File: src/rtl/breakout_pkg.sv
// Shared geometry defaults, block colours and probe FSM state encoding
// for the breakout block controller.
package breakout_pkg;

  localparam int DEF_BLOCK_W = 40;
  localparam int DEF_BLOCK_H = 20;
  localparam int DEF_NUM_X   = 10;
  localparam int DEF_NUM_Y   = 4;
  localparam int DEF_SPACING = 5;
  localparam int DEF_START_X = 50;
  localparam int DEF_START_Y = 30;

  localparam int COORD_W = 10;
  localparam int ROW_W   = 2;
  localparam int COL_W   = 4;
  localparam int IDX_W   = 6;
  localparam int SCORE_W = 16;

  // 12-bit RGB, one colour per block row, used by the pixel renderer.
  localparam logic [11:0] COLOR_ROW0 = 12'hF44;
  localparam logic [11:0] COLOR_ROW1 = 12'hF94;
  localparam logic [11:0] COLOR_ROW2 = 12'h4F4;
  localparam logic [11:0] COLOR_ROW3 = 12'h48F;
  localparam logic [11:0] COLOR_BG   = 12'h000;

  typedef enum logic [2:0] {
    ST_IDLE   = 3'd0,
    ST_LOCATE = 3'd1,
    ST_TEST   = 3'd2,
    ST_CLEAR  = 3'd3,
    ST_ACK    = 3'd4
  } probe_state_t;

  function automatic logic [11:0] row_color(input logic [ROW_W-1:0] row);
    logic [11:0] c;
    c = COLOR_BG;
    case (row)
      2'd0: c = COLOR_ROW0;
      2'd1: c = COLOR_ROW1;
      2'd2: c = COLOR_ROW2;
      2'd3: c = COLOR_ROW3;
      default: c = COLOR_BG;
    endcase
    return c;
  endfunction

endpackage

File: src/rtl/breakout_grid_locate.sv
// Combinational point-to-block mapping: row/column of the grid cell under
// (x,y) and whether the point lies on the block itself rather than a gap.
module breakout_grid_locate
  import breakout_pkg::*;
#(
  parameter int BLOCK_W = DEF_BLOCK_W,
  parameter int BLOCK_H = DEF_BLOCK_H,
  parameter int NUM_X   = DEF_NUM_X,
  parameter int NUM_Y   = DEF_NUM_Y,
  parameter int SPACING = DEF_SPACING,
  parameter int START_X = DEF_START_X,
  parameter int START_Y = DEF_START_Y
) (
  input  logic [COORD_W-1:0] i_x,
  input  logic [COORD_W-1:0] i_y,
  output logic               o_in_block,
  output logic [ROW_W-1:0]   o_row,
  output logic [COL_W-1:0]   o_col
);

  localparam int PITCH_X = BLOCK_W + SPACING;
  localparam int PITCH_Y = BLOCK_H + SPACING;
  // Right/bottom limits exclude the trailing gap after the last block.
  localparam int END_X   = START_X + NUM_X * PITCH_X - SPACING;
  localparam int END_Y   = START_Y + NUM_Y * PITCH_Y - SPACING;

  logic [COORD_W-1:0] w_off_x;
  logic [COORD_W-1:0] w_off_y;
  logic [COORD_W-1:0] w_mod_x;
  logic [COORD_W-1:0] w_mod_y;

  assign w_off_x = i_x - COORD_W'(START_X);
  assign w_off_y = i_y - COORD_W'(START_Y);
  assign w_mod_x = w_off_x % COORD_W'(PITCH_X);
  assign w_mod_y = w_off_y % COORD_W'(PITCH_Y);

  assign o_col = COL_W'(w_off_x / COORD_W'(PITCH_X));
  assign o_row = ROW_W'(w_off_y / COORD_W'(PITCH_Y));

  assign o_in_block = (i_x >= COORD_W'(START_X)) && (i_x < COORD_W'(END_X)) &&
                      (i_y >= COORD_W'(START_Y)) && (i_y < COORD_W'(END_Y)) &&
                      (w_mod_x < COORD_W'(BLOCK_W)) && (w_mod_y < COORD_W'(BLOCK_H));

endmodule

File: src/rtl/breakout_block_ctrl.sv
// Breakout block field: alive bits, collision probe FSM, render lookup, score.
// Define BREAKOUT_ROW_SCORE_EN to weight points by row (top row worth most).
module breakout_block_ctrl
  import breakout_pkg::*;
#(
  parameter int BLOCK_W = DEF_BLOCK_W,
  parameter int BLOCK_H = DEF_BLOCK_H,
  parameter int NUM_X   = DEF_NUM_X,
  parameter int NUM_Y   = DEF_NUM_Y,
  parameter int SPACING = DEF_SPACING,
  parameter int START_X = DEF_START_X,
  parameter int START_Y = DEF_START_Y
) (
  input  logic               clk,
  input  logic               reset,
  input  logic               level_start,
  input  logic               hit_req,
  input  logic [COORD_W-1:0] hit_x,
  input  logic [COORD_W-1:0] hit_y,
  output logic               hit_busy,
  output logic               hit_ack,
  output logic               hit_valid,
  output logic [ROW_W-1:0]   hit_row,
  output logic [COL_W-1:0]   hit_col,
  input  logic [COORD_W-1:0] hCount,
  input  logic [COORD_W-1:0] vCount,
  output logic               block_on,
  output logic [ROW_W-1:0]   pix_row,
  output logic [SCORE_W-1:0] score,
  output logic [IDX_W-1:0]   blocks_left,
  output logic               level_clear
);

  localparam int NUM_BLOCKS = NUM_X * NUM_Y;

  probe_state_t r_state, w_state_next;

  logic [COORD_W-1:0]    r_hx, r_hy;
  logic                  r_in_block, r_hit_flag;
  logic [ROW_W-1:0]      r_row;
  logic [COL_W-1:0]      r_col;
  logic [NUM_BLOCKS-1:0] r_alive;
  logic                  r_busy, r_hit_ack, r_hit_valid, r_level_clear;
  logic [ROW_W-1:0]      r_hit_row, r_pix_row;
  logic [COL_W-1:0]      r_hit_col;
  logic                  r_block_on;
  logic [SCORE_W-1:0]    r_score;
  logic [IDX_W-1:0]      r_blocks_left;

  logic                  w_p_in, w_r_in, w_p_live, w_r_live;
  logic [ROW_W-1:0]      w_p_row, w_r_row;
  logic [COL_W-1:0]      w_p_col, w_r_col;
  logic [IDX_W-1:0]      w_p_idx, w_r_idx;
  logic [SCORE_W-1:0]    w_points;
  logic [SCORE_W:0]      w_score_sum;

  breakout_grid_locate #(
    .BLOCK_W(BLOCK_W), .BLOCK_H(BLOCK_H), .NUM_X(NUM_X), .NUM_Y(NUM_Y),
    .SPACING(SPACING), .START_X(START_X), .START_Y(START_Y)
  ) u_probe_locate (
    .i_x(r_hx), .i_y(r_hy), .o_in_block(w_p_in), .o_row(w_p_row), .o_col(w_p_col)
  );

  breakout_grid_locate #(
    .BLOCK_W(BLOCK_W), .BLOCK_H(BLOCK_H), .NUM_X(NUM_X), .NUM_Y(NUM_Y),
    .SPACING(SPACING), .START_X(START_X), .START_Y(START_Y)
  ) u_render_locate (
    .i_x(hCount), .i_y(vCount), .o_in_block(w_r_in), .o_row(w_r_row), .o_col(w_r_col)
  );

  // Off-grid row/col can exceed the field, so gate the index to stay in range.
  assign w_p_idx  = r_in_block ? IDX_W'(IDX_W'(r_row) * IDX_W'(NUM_X) + IDX_W'(r_col)) : '0;
  assign w_r_idx  = w_r_in ? IDX_W'(IDX_W'(w_r_row) * IDX_W'(NUM_X) + IDX_W'(w_r_col)) : '0;
  assign w_p_live = r_in_block && r_alive[w_p_idx];
  assign w_r_live = w_r_in && r_alive[w_r_idx];

`ifdef BREAKOUT_ROW_SCORE_EN
  assign w_points = SCORE_W'(NUM_Y) - SCORE_W'(r_row);
`else
  assign w_points = SCORE_W'(1);
`endif
  assign w_score_sum = {1'b0, r_score} + {1'b0, w_points};

  always_ff @(posedge clk) begin
    if (reset) r_state <= ST_IDLE;
    else       r_state <= w_state_next;
  end

  always_comb begin
    w_state_next = r_state;
    case (r_state)
      ST_IDLE:   if (hit_req) w_state_next = ST_LOCATE;
      ST_LOCATE: w_state_next = ST_TEST;
      ST_TEST:   w_state_next = w_p_live ? ST_CLEAR : ST_ACK;
      ST_CLEAR:  w_state_next = ST_ACK;
      ST_ACK:    w_state_next = ST_IDLE;
      default:   w_state_next = ST_IDLE;
    endcase
    if (level_start) w_state_next = ST_IDLE;
  end

  always_ff @(posedge clk) begin
    if (reset) begin
      r_hx <= '0; r_hy <= '0;
      r_in_block <= 1'b0; r_row <= '0; r_col <= '0; r_hit_flag <= 1'b0;
      r_alive <= '1; r_blocks_left <= IDX_W'(NUM_BLOCKS); r_score <= '0;
      r_busy <= 1'b0; r_hit_ack <= 1'b0; r_hit_valid <= 1'b0;
      r_hit_row <= '0; r_hit_col <= '0; r_level_clear <= 1'b0;
    end else if (level_start) begin
      r_alive <= '1; r_blocks_left <= IDX_W'(NUM_BLOCKS);
      r_level_clear <= 1'b0; r_busy <= 1'b0; r_hit_ack <= 1'b0;
    end else begin
      r_hit_ack     <= 1'b0;
      r_level_clear <= r_level_clear | (r_blocks_left == '0);
      case (r_state)
        ST_IDLE: if (hit_req) begin
          r_hx <= hit_x; r_hy <= hit_y; r_busy <= 1'b1;
        end
        ST_LOCATE: begin
          r_in_block <= w_p_in; r_row <= w_p_row; r_col <= w_p_col;
        end
        ST_TEST: r_hit_flag <= w_p_live;
        ST_CLEAR: begin
          r_alive[w_p_idx] <= 1'b0;
          r_blocks_left    <= r_blocks_left - IDX_W'(1);
          r_score          <= w_score_sum[SCORE_W] ? {SCORE_W{1'b1}} : w_score_sum[SCORE_W-1:0];
        end
        ST_ACK: begin
          r_hit_ack <= 1'b1; r_hit_valid <= r_hit_flag;
          r_hit_row <= r_row; r_hit_col <= r_col; r_busy <= 1'b0;
        end
        default: ;
      endcase
    end
  end

  // Render lookup runs every cycle regardless of probe activity.
  always_ff @(posedge clk) begin
    if (reset) begin
      r_block_on <= 1'b0; r_pix_row <= '0;
    end else begin
      r_block_on <= w_r_live;
      r_pix_row  <= w_r_live ? w_r_row : '0;
    end
  end

  assign hit_busy    = r_busy;
  assign hit_ack     = r_hit_ack;
  assign hit_valid   = r_hit_valid;
  assign hit_row     = r_hit_row;
  assign hit_col     = r_hit_col;
  assign block_on    = r_block_on;
  assign pix_row     = r_pix_row;
  assign score       = r_score;
  assign blocks_left = r_blocks_left;
  assign level_clear = r_level_clear;

endmodule

File: config.mk
export PLATFORM = sky130hd
export DESIGN_NAME = breakout_block_ctrl
export DESIGN_NICKNAME = d
export VERILOG_FILES = /design/src/rtl/breakout_pkg.sv /design/src/rtl/breakout_grid_locate.sv /design/src/rtl/breakout_block_ctrl.sv
export SDC_FILE = /design/constraint.sdc
export NUM_CORES = 1
export LEC_CHECK = 0
export ABC_AREA = 1
export BUFFER_PORTS_ARGS = -buffer_cell sky130_fd_sc_hd__buf_2
export CORE_ASPECT_RATIO = 1.75
export CORE_MARGIN = 8
export CORE_UTILIZATION = 45
export CTS_BUF_LIST = sky130_fd_sc_hd__clkbuf_4
export DETAILED_ROUTE_END_ITERATION = 16
export GPL_ROUTABILITY_DRIVEN = 0
export PLACE_DENSITY = 0.74
export SLEW_MARGIN = 20
export SYNTH_ARGS = -nofsm -noshare
export SYNTH_HDL_FRONTEND = slang
export SYNTH_SLANG_ARGS = --single-unit
File: constraint.sdc
create_clock -name clk -period 7 [get_ports clk]
set_clock_uncertainty 0.15 [all_clocks]
set_input_delay 0.7 -clock clk [delete_from_list [all_inputs] [get_ports clk]]
set_output_delay 0.7 -clock clk [all_outputs]
set_load 0.005 [all_outputs]
==> results of run 1 <==
[worst max-delay path by stage]
stage	start	endpoint	slack, ns	cells past startpoint
6_report	vCount[1]	pix_row[0]	0.73	43
5_1_grt	vCount[1]	pix_row[1]	0.02	42
4_1_cts	vCount[1]	pix_row[0]	0.48	43
3_5_place_dp	vCount[1]	pix_row[0]	-0.06	43
3_3_place_gp	vCount[1]	pix_row[1]	0.21	44
2_1_floorplan	vCount[1]	pix_row[0]	0.92	43
[critical path: cells and delay by family]
kind | cells | cell delay (ns)
XOR/XNOR | 1 | 0.19
adder cells (fa/ha/maj) | 5 | 1.41
AND/OR/NAND/NOR | 28 | 3.00
buffers and inverters | 3 | 0.46
AO/OA/AOI/OAI | 6 | 0.80
[cell families after synthesis]
group	after synthesis	share of synthesized area
adder cells (fa/ha/maj)	37	0.0471
flip-flops	106	0.209
AND/OR/NAND/NOR	1030	0.472
buffers and inverters	243	0.0955
XOR/XNOR	55	0.0475
AO/OA/AOI/OAI	228	0.128
[sequential cells by signal, summed over array words and instances, names as in the netlist, 2 cells and up]
name and flops:
r_alive 40, score 16, r_hx 10, r_hy 10, blocks_left 6, hit_col 4
r_col 4, r_state 3, hit_row 2, pix_row 2, r_row 2
[metrics by stage]
step / area [um^2] / util
2_1_floorplan: 10100 / -
3_3_place_gp: 10800 / 0.485
3_5_place_dp: 10800 / 0.485
4_1_cts: 10900 / 0.490
5_1_grt: 10900 / 0.492
6_report: 10900 / 0.492
[area by class of cell]
| type | instances | area [um^2] | share of cell area |
|---|---|---|---|
| multi-input cells | 1350 | 7070 | 0.649 |
| flip-flops and latches | 106 | 2120 | 0.195 |
| inverters | 208 | 781 | 0.0717 |
| repair buffers | 84 | 438 | 0.0402 |
| well taps | 296 | 370 | 0.0340 |
| clock buffers | 9 | 67.6 | 0.00620 |
| clock inverters | 6 | 43.8 | 0.00402 |
| diodes | 1 | 2.50 | 0.000230 |
[layout by cell type, fill, tap and decap left out, types with 5 or more instances in the layout]
cell	Yosys	layout
sky130_fd_sc_hd__nand2_1	519	519
sky130_fd_sc_hd__inv_1	190	190
sky130_fd_sc_hd__nand3_1	180	180
sky130_fd_sc_hd__nor2_1	146	145
sky130_fd_sc_hd__dfxtp_1	106	105
sky130_fd_sc_hd__o21ai_0	98	96
sky130_fd_sc_hd__buf_2	0	77
sky130_fd_sc_hd__a21oi_1	65	64
sky130_fd_sc_hd__xor2_1	49	49
sky130_fd_sc_hd__nand2_2	49	48
sky130_fd_sc_hd__nand4_1	46	46
sky130_fd_sc_hd__ha_1	35	35
sky130_fd_sc_hd__inv_2	16	16
sky130_fd_sc_hd__nor3_1	16	16
sky130_fd_sc_hd__o21ai_1	12	14
sky130_fd_sc_hd__nor2_2	12	13
sky130_fd_sc_hd__nand3_2	12	12
sky130_fd_sc_hd__nand3b_1	11	11
sky130_fd_sc_hd__nand2_4	10	11
sky130_fd_sc_hd__o211ai_1	11	11
sky130_fd_sc_hd__a31oi_1	11	11
sky130_fd_sc_hd__clkbuf_4	0	10
sky130_fd_sc_hd__nor2_4	8	8
sky130_fd_sc_hd__a21oi_2	7	7
sky130_fd_sc_hd__xnor2_1	6	6
sky130_fd_sc_hd__nand3_4	6	6
sky130_fd_sc_hd__buf_4	7	6
sky130_fd_sc_hd__or2_2	5	5
[layer usage]
| layer | global-route usage | routed length (um) |
|---|---|---|
| met1 | 0.189 | 9930 |
| met2 | 0.365 | 14300 |
| met3 | 0.0237 | 950 |
| met4 | 0.0926 | 994 |
| met5 | 0 | 0 |
[power by group through the flow]
| stage | combinational [mW] | clock [mW] | sequential [mW] |
|---|---|---|---|
| after CTS | 3.91 | 0.298 | 0.628 |
| after detailed placement | 3.89 | 0 | 0.640 |
| after global routing | 4.56 | 0.317 | 0.630 |
| after global placement | 3.81 | 0 | 0.640 |
| after floorplan | 3.28 | 0 | 0.637 |
| final | 3.95 | 0.288 | 0.628 |
[timing repair]
| action | CTS | global route |
|---|---|---|
| gates resized for setup | 0 | 7 |
| endpoints found under the setup margin | 0 | 4 |
| buffers inserted | 0 | 1 |
==> impl_metrics.sql, run 1 <==
INSERT INTO impl_metrics (metric_group, metric, value, unit) VALUES
('sta', 'timing.setup.tns', '0', 'ns'),
('critical_path', 'cell_mode_on_critical_path', 'sky130_fd_sc_hd__nand2_1', ''),
('sta', 'timing.final.setup_violations', '0', ''),
('detailed_routing', 'route.antenna.remaining_nets', '0', ''),
('critical_path', 'path_class', 'input pin to register', ''),
('yosys', 'synth-main-ff-cell', 'sky130_fd_sc_hd__dfxtp_1', ''),
('critical_path', 'timing.rr.end', 'r_in_block', ''),
('clocking', 'cts_max_path_buffers', '2', ''),
('outcome', 'run_status', 'completed', ''),
('detailed_routing', 'finalWirelength', '26.2', 'mm'),
('sta', 'max_slew.worst_pin.slew', '0.888', 'ns'),
('grt', 'grt_use_total', '0.189', ''),
('detailed_routing', 'drc_errors', '0', ''),
('place', 'place_ws', '-0.0584', 'ns'),
('yosys', 'synth.net_count', '1780', ''),
('yosys', 'synth_top_area_share', '0.209', ''),
('sta', 'timing.hold.ws', '0.265', 'ns'),
('job', 'timing.max_cap.violations', '0', ''),
('yosys', 'biggest_area_contributors_in_the_synthesized_netlist', 'sky130_fd_sc_hd__dfxtp_1, sky130_fd_sc_hd__nand2_1, sky130_fd_sc_hd__nand3_1, sky130_fd_sc_hd__inv_1, sky130_fd_sc_hd__nor2_1', ''),
('yosys', 'async_reset_ff_frac', '0', ''),
('power_and_ir_drop', 'p_switching', '2.90', 'mW'),
('finish', 'syn2layout_area_growth', '7.44', '%'),
('place', 'placement.io_buffers', '78', ''),
('critical_path', 'setup.worst_path.end_class', 'register', ''),
('floorplan', 'fp.dieW', '129', 'um'),
('detailed_routing', 'number_of_design_rule_violations_left_by_the_first_detailed_router_iteration', '430', ''),
('yosys', 'most_common_cell_in_the_netlist', 'sky130_fd_sc_hd__nand2_1', ''),
('clocking', 'clock_insertion_delay_worst_skew', '0.49', 'ns'),
('yosys', 'synthesis.instances', '1699', ''),
('clocking', 'post_cts_hold_buffer_count', '0', ''),
('floorplan', 'initial_core_util', '0.458', ''),
('power_and_ir_drop', 'power_frac_seq', '0.129', ''),
('critical_path', 'data_arrival_at_the_endpoint_of_the_critical_path', '6.57', 'ns'),
('power_and_ir_drop', 'power.internal', '1.96', 'mW'),
('detailed_routing', 'vias', '10900', ''),
('hold_path', 'min_path_type', 'input pin to register', ''),
('clocking', 'clkSlewWorstSetupHoldPaths', '0.17', 'ns'),
('sta', 'finalHoldViolCount', '0', ''),
('power_and_ir_drop', 'powerDensity', '447', 'nW/um^2'),
('place', 'dp.final_hpwl', '21.2', 'mm'),
('yosys', 'post_synthesis_sequential_area_ratio', '0.209', ''),
('yosys', 'synthTopCellsByCount', 'sky130_fd_sc_hd__nand2_1, sky130_fd_sc_hd__inv_1, sky130_fd_sc_hd__nand3_1, sky130_fd_sc_hd__nor2_1, sky130_fd_sc_hd__dfxtp_1', ''),
('sta', 'worst_slew_margin_rel', '0.404', ''),
('sta', 'final_min_period_over_clock_period', '0.896', ''),
('grt', 'grt_first_pass_wirelength', '44.3', 'mm'),
('power_and_ir_drop', 'irDropWorstVdd', '0.317', 'mV'),
('sta', 'grt_setup_unrepaired', 'false', ''),
('sta', 'clock.fmax', '159', 'MHz'),
('floorplan', 'floorplan.die_area', '27800', 'um^2'),
('power_and_ir_drop', 'power.static_leakage', '5.56', 'nW'),
('critical_path', 'worst-r2r-setup-slack', '0.78', 'ns'),
('place', 'place_inst', '2043', ''),
('yosys', 'synth_edf_count', '0', ''),
('clocking', 'cts_tree', 'done', ''),
('clocking', 'h-tree-depth', '3', ''),
('clocking', 'tritoncts_num_sinks', '106', ''),
('floorplan', 'die_h', '215', 'um'),
('finish', 'final-instance-count-excl-fill', '2060', ''),
('yosys', 'synth.yosys.warnings', '0', ''),
('critical_path', 'timing.critical_path.required', '7.30', 'ns'),
('sta', 'final_period_minus_worst_setup_slack', '6.27', 'ns'),
('finish', 'layout.nets', '1840', ''),
('power_and_ir_drop', 'power.clock.fraction', '0.059', ''),
('critical_path', 'worst_setup_path_start_kind', 'input pin', ''),
('clocking', 'cts_inserted_buffers', '9', ''),
('power_and_ir_drop', 'combinational_share_of_power', '0.812', ''),
('clocking', 'cts-root-buf', 'sky130_fd_sc_hd__clkbuf_4', ''),
('yosys', 'syn_avg_cell_area', '5.97', 'um^2'),
('floorplan', 'num_io_pins', '79', ''),
('power_and_ir_drop', 'power_switching_share', '0.596', ''),
('sta', 'timing_max_transition_violations_final', '0', '');
Power figures use the tool's default switching activity.
==> run 2: changes to the inputs <==
--- a/config.mk
+++ b/config.mk
@@ -13,7 +13,7 @@
 export CTS_BUF_LIST = sky130_fd_sc_hd__clkbuf_4
 export DETAILED_ROUTE_END_ITERATION = 16
 export GPL_ROUTABILITY_DRIVEN = 0
-export PLACE_DENSITY = 0.74
+export PLACE_DENSITY = 0.71
 export SLEW_MARGIN = 20
 export SYNTH_ARGS = -nofsm -noshare
 export SYNTH_HDL_FRONTEND = slang
==> constraint.sdc (replaced) <==
create_clock -name clk -period 7 [get_ports clk]
set_clock_uncertainty 0.15 [all_clocks]
set_input_delay 1.4 -clock clk [delete_from_list [all_inputs] [get_ports clk]]
set_output_delay 1.4 -clock clk [all_outputs]
set_load 0.005 [all_outputs]
==> run 2 against run 1 <==
Sequential power hardly changed. Hold slack better by 0.041 ns. Clock-buffer cell count stayed put. Clock power is 17% higher. Global-route usage is 0.68 points higher. Largest cell class unchanged. Highest routed layer unchanged.
==> impl_metrics.sql, run 2 (same netlist as run 1, synthesis figures left out) <==
INSERT INTO impl_metrics (metric_group, metric, value, unit) VALUES
('outcome', 'run_status', 'completed', ''),
('clocking', 'clock_insertion_delay_worst_skew', '0.50', 'ns'),
('finish', 'nFillCells', '2355', ''),
('detailed_routing', 'detailedRoute.firstPassIterationCount', '5', ''),
('clocking', 'cts-root-buf', 'sky130_fd_sc_hd__clkbuf_4', ''),
('sta', 'final_min_period_over_clock_period', '0.930', ''),
('critical_path', 'critical_path.slowest_cell', 'sky130_fd_sc_hd__fa_1', ''),
('finish', 'drive_above_1_share', '0.154', ''),
('sta', 'clock.fmax', '154', 'MHz'),
('finish', 'core_utilization_of_the_finished_layout', '0.506', ''),
('grt', 'grt_use_total', '0.196', ''),
('floorplan', 'die_h', '215', 'um'),
('detailed_routing', 'drt-vias-per-instance', '5.24', ''),
('power_and_ir_drop', 'p_switching', '2.95', 'mW'),
('sta', 'timing_max_transition_violations_final', '0', ''),
('finish', 'top_register', 'r_alive', ''),
('floorplan', 'fp.dieW', '129', 'um'),
('job', 'timing.max_cap.violations', '0', ''),
('finish', 'layout.nets', '1863', ''),
('sta', 'worst_slack', '0.491', 'ns'),
('sta', 'max_slew.worst_pin.slew', '0.904', 'ns'),
('detailed_routing', 'number_of_design_rule_violations_left_by_the_first_detailed_router_iteration', '512', ''),
('detailed_routing', 'finalWirelength', '27.3', 'mm'),
('floorplan', 'floorplan.die_area', '27800', 'um^2'),
('floorplan', 'num_io_pins', '79', ''),
('clocking', 'cts_inserted_buffers', '9', ''),
('place', 'dp.final_hpwl', '21.9', 'mm'),
('critical_path', 'setup.worst_path.end_class', 'register', ''),
('detailed_routing', 'drc_errors', '0', ''),
('clocking', 'clkSlewWorstSetupHoldPaths', '0.16', 'ns'),
('place', 'place_ws', '-0.209', 'ns'),
('finish', 'final-instance-count-excl-fill', '2084', ''),
('clocking', 'h-tree-depth', '3', ''),
('place', 'placement.io_buffers', '78', ''),
('grt', 'grt_overflow_total', '0', ''),
('power_and_ir_drop', 'power.internal', '2.09', 'mW'),
('sta', 'timing.final.setup_violations', '0', ''),
('critical_path', 'crit_family', 'simple AND/OR/NAND/NOR gates', ''),
('finish', 'largest_reg_flops', '40', ''),
('floorplan', 'coreArea', '22200', 'um^2'),
('clocking', 'cts_max_path_buffers', '2', ''),
('critical_path', 'cell_mode_on_critical_path', 'sky130_fd_sc_hd__nand2_2', ''),
('detailed_routing', 'vias', '10900', ''),
('sta', 'finalHoldViolCount', '0', ''),
('power_and_ir_drop', 'powerDensity', '450', 'nW/um^2'),
('power_and_ir_drop', 'power_frac_seq', '0.124', ''),
('critical_path', 'path_class', 'input pin to register', ''),
('grt', 'grt_antenna_before_repair', '1', ''),
('hold_path', 'min_path_type', 'register to register', ''),
('sta', 'timing.setup.tns', '0', 'ns'),
('grt', 'grt_first_pass_wirelength', '45.8', 'mm'),
('clocking', 'tritoncts_num_sinks', '106', ''),
('power_and_ir_drop', 'combinational_share_of_power', '0.809', ''),
('detailed_routing', 'drt-wirelength-per-cell', '13.1', 'um'),
('grt', 'grt_start_max_net_pins', '46', ''),
('critical_path', 'timing.critical_path.fanout_max', '8', ''),
('critical_path', 'critical_path.max_stage_delay', '0.55', 'ns'),
('clocking', 'cts_tree', 'done', ''),
('power_and_ir_drop', 'power.clock.fraction', '0.067', ''),
('finish', 'layout.cells.most_common', 'sky130_fd_sc_hd__nand2_1', ''),
('detailed_routing', 'route.antenna.remaining_nets', '0', ''),
('power_and_ir_drop', 'power_switching_share', '0.585', ''),
('sta', 'final_period_minus_worst_setup_slack', '6.51', 'ns'),
('critical_path', 'timing.critical_path.required', '7.29', 'ns'),
('grt', 'first_global_vias', '10500', ''),
('power_and_ir_drop', 'power.static_leakage', '5.71', 'nW'),
('critical_path', 'crit_buf_inv', '5', ''),
('floorplan', 'rows', '72', ''),
('place', 'place_inst', '2064', ''),
('sta', 'worst_slew_margin_rel', '0.393', ''),
('finish', 'highest_count_cells_in_the_layout_ignoring_fill_and_taps', 'sky130_fd_sc_hd__nand2_1, sky130_fd_sc_hd__inv_1, sky130_fd_sc_hd__nand3_1, sky130_fd_sc_hd__nor2_1, sky130_fd_sc_hd__dfxtp_1', ''),
('critical_path', 'worst_setup_path_start_kind', 'input pin', ''),
('finish', 'syn2layout_area_growth', '10.6', '%'),
('floorplan', 'initial_core_util', '0.458', ''),
('critical_path', 'data_arrival_at_the_endpoint_of_the_critical_path', '6.80', 'ns'),
('power_and_ir_drop', 'irDropWorstVdd', '0.407', 'mV');
-- run 2: cell count changes in the layout (fill, tap and decap cells not counted), moves of 3 or more --
| cell | delta |
|---|---|
| sky130_fd_sc_hd__nand2_1 | -6 |
| sky130_fd_sc_hd__nor2_1 | -3 |
| sky130_fd_sc_hd__buf_4 | +19 |
| sky130_fd_sc_hd__nand3_1 | -3 |
| sky130_fd_sc_hd__nand2_2 | +6 |
-- run 2: worst register-to-register path, delay by kind of cell (launching register included) --
kind            cells  cell delay (ns)
compound gates      6             0.95
xor+xnor            3             0.72
fa+ha+maj           2             0.48
buf+inv             3             0.24
flops               1             0.46
simple gates       25             3.06
-- run 2: power by group through the flow --
| stage | combinational [mW] | clock (mW) | sequential, mW |
|---|---|---|---|
| finish | 4.08 | 0.337 | 0.628 |
| global route | 4.67 | 0.369 | 0.630 |
| CTS | 3.98 | 0.348 | 0.628 |
| detailed placement | 3.96 | 0 | 0.641 |
| global placement | 3.90 | 0 | 0.640 |
| floorplan | 3.28 | 0 | 0.637 |
-- run 2: path summary, 6_finish.rpt --
check,from,end,slack [ns],cells after the start
max,vCount[1],pix_row[0],0.49,46
min,level_clear,level_clear,0.31,2
max reg2reg,r_hx[1],r_in_block,0.90,39
min reg2reg,level_clear,level_clear,0.31,2
-- run 2: cell type report --
type                            count  area, um^2  share of cell area
Multi-Input combinational cell   1351        7150               0.638
Sequential cell                   106        2120               0.189
Inverter                          208         783              0.0698
Timing Repair Buffer              106         637              0.0568
Tap cell                          296         370              0.0330
Clock inverter                      7        76.3             0.00680
Clock buffer                        9        67.6             0.00602
Antenna cell                        1        2.50            0.000223
-- run 2: repair_timing --
item                       4_1_cts  5_1_grt
setup endpoints to repair        0        4
buffers inserted                 0        2
hold buffers                     0        0
resized for setup                0       32
-- run 2: per-layer routing --
layer / vias to the layer above / GRT usage / routed length, um
li1: 5682 / - / -
met1: 4973 / 0.187 / 9960
met2: 207 / 0.391 / 15300
met3: 62 / 0.0194 / 954
met4: 0 / 0.0969 / 1020
met5: - / 0 / 0
-- run 2: metrics by stage --
stage               instance area (um^2)  hold WS (ns)  power, mW
finish                             11200         0.306       5.05
global route                       11200         0.332       5.67
CTS                                11100         0.310       4.96
detailed placement                 10900         0.288       4.60
global placement                   10900         0.289       4.54
floorplan                          10100         0.286       3.91
==> run 3: changes to the inputs <==
--- a/config.mk
+++ b/config.mk
@@ -5,7 +5,6 @@
 export SDC_FILE = /design/constraint.sdc
 export NUM_CORES = 1
 export LEC_CHECK = 0
-export ABC_AREA = 1
 export BUFFER_PORTS_ARGS = -buffer_cell sky130_fd_sc_hd__buf_2
 export CORE_ASPECT_RATIO = 1.75
 export CORE_MARGIN = 8
@@ -13,7 +12,7 @@
 export CTS_BUF_LIST = sky130_fd_sc_hd__clkbuf_4
 export DETAILED_ROUTE_END_ITERATION = 16
 export GPL_ROUTABILITY_DRIVEN = 0
-export PLACE_DENSITY = 0.71
+export PLACE_DENSITY = 0.7
 export SLEW_MARGIN = 20
 export SYNTH_ARGS = -nofsm -noshare
 export SYNTH_HDL_FRONTEND = slang
==> run 3 against run 2 <==
Largest power group unchanged. Global-route usage is 4.0 points higher. Critical endpoint is now block_on. Worst setup slack worse by 0.79 ns. Critical path depth is 16 lower. Highest routed layer unchanged. Register-to-register slack got worse by 0.28 ns. Synthesized cell count decreased by 10%. The run now ends with setup timing left. Final cell count up 1.5%. Non-clock buffer count rose by 236. Die area grew 9.9%. Maximum frequency shrank 11%.
==> impl_metrics.sql, run 3 <==
INSERT INTO impl_metrics (metric_group, metric, value, unit) VALUES
('outcome', 'run_status', 'finished with violations', ''),
('outcome', 'violations_in_the_final_reports', 'setup timing', ''),
('sta', 'final_period_minus_worst_setup_slack', '7.30', 'ns'),
('detailed_routing', 'vias', '13000', ''),
('power_and_ir_drop', 'power.internal', '2.29', 'mW'),
('yosys', 'synth_top_area_share', '0.189', ''),
('finish', 'layout.nets', '1879', ''),
('yosys', 'post-synth-top-area-cell', 'sky130_fd_sc_hd__dfxtp_1', ''),
('power_and_ir_drop', 'combinational_share_of_power', '0.789', ''),
('detailed_routing', 'top_signal_layer_used', 'met4', ''),
('clocking', 'clock_insertion_delay_worst_skew', '0.46', 'ns'),
('place', 'place_ws', '-1.08', 'ns'),
('grt', 'grt_use_total', '0.236', ''),
('detailed_routing', 'finalWirelength', '37.2', 'mm'),
('power_and_ir_drop', 'irDropWorstVdd', '0.215', 'mV'),
('power_and_ir_drop', 'power.total', '4.34', 'mW'),
('grt', 'grt_first_pass_wirelength', '60.4', 'mm'),
('detailed_routing', 'dr_wl_met2', '20.8', 'mm'),
('yosys', 'synth.net_count', '1604', ''),
('finish', 'core_utilization_of_the_finished_layout', '0.588', ''),
('power_and_ir_drop', 'powerDensity', '300', 'nW/um^2'),
('grt', 'grt_start_max_net_pins', '52', ''),
('critical_path', 'path_class', 'input pin to register', ''),
('sta', 'grt_setup_unrepaired', 'true', ''),
('finish', 'largest_reg_flops', '40', ''),
('detailed_routing', 'drt-vias-per-instance', '6.14', ''),
('clocking', 'cts_max_path_buffers', '2', ''),
('yosys', 'synth_edf_count', '0', ''),
('critical_path', 'r2r.worst_path.cells', '24', ''),
('detailed_routing', 'route.antenna.remaining_nets', '0', ''),
('power_and_ir_drop', 'power.static_leakage', '5.83', 'nW'),
('yosys', 'synthTopCellsByCount', 'sky130_fd_sc_hd__nand2_1, sky130_fd_sc_hd__nor2_1, sky130_fd_sc_hd__dfxtp_1, sky130_fd_sc_hd__o21ai_0, sky130_fd_sc_hd__a21oi_1', ''),
('yosys', 'syn_avg_cell_area', '7.39', 'um^2'),
('critical_path', 'critical_path.max_stage_delay', '0.57', 'ns'),
('clocking', 'cts_tree', 'done', ''),
('job', 'timing.max_cap.violations', '0', ''),
('detailed_routing', 'detailedRoute.firstPassIterationCount', '5', ''),
('sta', 'final_min_period_over_clock_period', '1.04', ''),
('clocking', 'h-tree-depth', '3', ''),
('floorplan', 'fp.dieW', '136', 'um'),
('sta', 'finalHoldViolCount', '0', ''),
('sta', 'timing.final.setup_violations', '3', ''),
('sta', 'timing_max_transition_violations_final', '0', ''),
('detailed_routing', 'drc_errors', '0', ''),
('floorplan', 'initial_core_util', '0.457', ''),
('finish', 'top_register', 'r_alive', ''),
('floorplan', 'rows', '76', ''),
('critical_path', 'timing.critical_path.required', '7.21', 'ns'),
('clocking', 'clkSlewWorstSetupHoldPaths', '0.16', 'ns'),
('yosys', 'number_of_different_library_cells_in_the_post_synthesis_netlist', '111', ''),
('yosys', 'biggest_area_contributors_in_the_synthesized_netlist', 'sky130_fd_sc_hd__dfxtp_1, sky130_fd_sc_hd__nand2_1, sky130_fd_sc_hd__xnor2_1, sky130_fd_sc_hd__nor2_1, sky130_fd_sc_hd__o21ai_0', ''),
('yosys', 'synth.yosys.warnings', '0', ''),
('sta', 'worst_slack', '-0.295', 'ns'),
('yosys', 'post_synthesis_sequential_area_ratio', '0.189', ''),
('yosys', 'async_reset_ff_frac', '0', ''),
('floorplan', 'die_h', '225', 'um'),
('yosys', 'postSynthRegisterBits', '106', ''),
('floorplan', 'num_io_pins', '79', ''),
('detailed_routing', 'm1WireLength', '13.1', 'mm'),
('yosys', 'synth.cell_area', '11300', 'um^2'),
('place', 'dp.final_hpwl', '29.3', 'mm'),
('detailed_routing', 'routed_met3_length', '1.13', 'mm'),
('clocking', 'tritoncts_num_sinks', '106', ''),
('clocking', 'cts_inserted_buffers', '9', ''),
('yosys', 'most_common_cell_in_the_netlist', 'sky130_fd_sc_hd__nand2_1', ''),
('hold_path', 'min_path_type', 'register to register', ''),
('detailed_routing', 'drt-wirelength-per-cell', '17.6', 'um'),
('finish', 'drive_above_1_share', '0.292', ''),
('critical_path', 'critical_path.slowest_cell', 'sky130_fd_sc_hd__or4_4', ''),
('power_and_ir_drop', 'power_switching_share', '0.472', ''),
('sta', 'worst_slew_margin_rel', '0.360', ''),
('floorplan', 'floorplan.die_area', '30500', 'um^2'),
('yosys', 'synthesis.instances', '1523', ''),
('sta', 'timing.setup.tns', '-0.873', 'ns'),
('hold_path', 'worst_hold_path.num_cells', '2', ''),
('critical_path', 'worst_setup_path_start_kind', 'input pin', ''),
('detailed_routing', 'number_of_design_rule_violations_left_by_the_first_detailed_router_iteration', '658', ''),
('power_and_ir_drop', 'p_switching', '2.05', 'mW'),
('clocking', 'cts-root-buf', 'sky130_fd_sc_hd__clkbuf_4', ''),
('finish', 'layout.cells.most_common', 'sky130_fd_sc_hd__buf_4', ''),
('grt', 'first_global_vias', '13300', ''),
('place', 'placement.io_buffers', '78', ''),
('finish', 'syn2layout_area_growth', '28.6', '%'),
('sta', 'timing.hold.ws', '0.317', 'ns'),
('critical_path', 'timing.critical_path.fanout_max', '7', ''),
('critical_path', 'data_arrival_at_the_endpoint_of_the_critical_path', '7.50', 'ns'),
('grt', 'grt_antenna_before_repair', '1', ''),
('yosys', 'synth-main-ff-cell', 'sky130_fd_sc_hd__dfxtp_1', ''),
('finish', 'highest_count_cells_in_the_layout_ignoring_fill_and_taps', 'sky130_fd_sc_hd__buf_4, sky130_fd_sc_hd__nand2_1, sky130_fd_sc_hd__nor2_1, sky130_fd_sc_hd__dfxtp_1, sky130_fd_sc_hd__o21ai_0', ''),
('grt', 'grt_overflow_total', '0', ''),
('sta', 'clock.fmax', '137', 'MHz'),
('power_and_ir_drop', 'power_frac_seq', '0.145', ''),
('sta', 'max_slew.worst_pin.slew', '0.953', 'ns'),
('floorplan', 'coreArea', '24600', 'um^2'),
('power_and_ir_drop', 'power.clock.fraction', '0.066', ''),
('critical_path', 'setup.worst_path.end_class', 'register', '');
-- run 3: cell types whose count changed after synthesis, moves of 27 or more --
| cell | change |
|---|---|
| sky130_fd_sc_hd__nand2_1 | -322 |
| sky130_fd_sc_hd__nor3_1 | +35 |
| sky130_fd_sc_hd__inv_1 | -147 |
| sky130_fd_sc_hd__mux2i_1 | +35 |
| sky130_fd_sc_hd__nand3_1 | -132 |
| sky130_fd_sc_hd__nand2_2 | -47 |
| sky130_fd_sc_hd__xnor2_1 | +52 |
| sky130_fd_sc_hd__clkbuf_1 | +27 |
-- run 3: worst max-delay path: cells and delay by family --
family | cells | cell delay, ns
muxes | 2 | 0.59
and+or+nand+nor | 6 | 1.36
AOI/OAI and AO/OA | 10 | 2.20
xor gates and xnor gates | 1 | 0.14
adders and majority gates | 4 | 1.22
buffers and inverters | 7 | 0.58
-- run 3: cell type report --
cell class / count / area (um^2)
sequential: 106 / 2120
tap: 312 / 390
clock buffer: 10 / 75.1
multi-input combinational: 1294 / 9240
fill: 2310 / 10200
inverter: 45 / 179
antenna: 1 / 2.50
clock inverter: 6 / 40.0
timing repair buffer: 342 / 2430
-- run 3: final timing paths --
check / from / slack (ns) / endpoint
setup / recovery: vCount[1] / -0.30 / block_on
hold / removal: hit_row[0] / 0.32 / hit_row[0]
setup reg to reg: r_hx[2] / 0.62 / r_in_block
hold reg to reg: hit_row[0] / 0.32 / hit_row[0]
-- run 3: metrics by stage --
stage / cells / instance area, um^2
global placement: 2087 / 13800
global route: 2116 / 14500
floorplan: 1523 / 11500
detailed placement: 2087 / 13800
CTS: 2111 / 14100
finish: 2116 / 14500
-- run 3: repair_timing --
action                                  4_1_cts  5_1_grt
buffers inserted                              8        4
pin swaps                                    26       29
endpoints found under the setup margin        3        5
gates resized for setup                      30       59
hold buffers                                  0        0
-- run 3: cell families after synthesis --
logic type	synth area share
AO/OA/AOI/OAI	0.316
XOR/XNOR	0.0758
adder cells (fa/ha/maj)	0.0433
buffers and inverters	0.0477
flip-flops	0.189
multiplexers	0.0618
AND/OR/NAND/NOR	0.267
-- run 3: routing by layer --
metal / track usage / up-vias
met4: 0.163 / 0
li1: - / 6256
met5: 0 / -
met2: 0.467 / 407
met3: 0.0281 / 170
met1: 0.212 / 6162
-- run 3: power by group through the flow --
stage	logic [mW]	clock network (mW)	registers, mW
CTS	3.25	0.293	0.630
detailed placement	3.10	0	0.642
floorplan	2.10	0	0.632
finish	3.43	0.286	0.630
global placement	3.04	0	0.642
global route	3.70	0.312	0.632
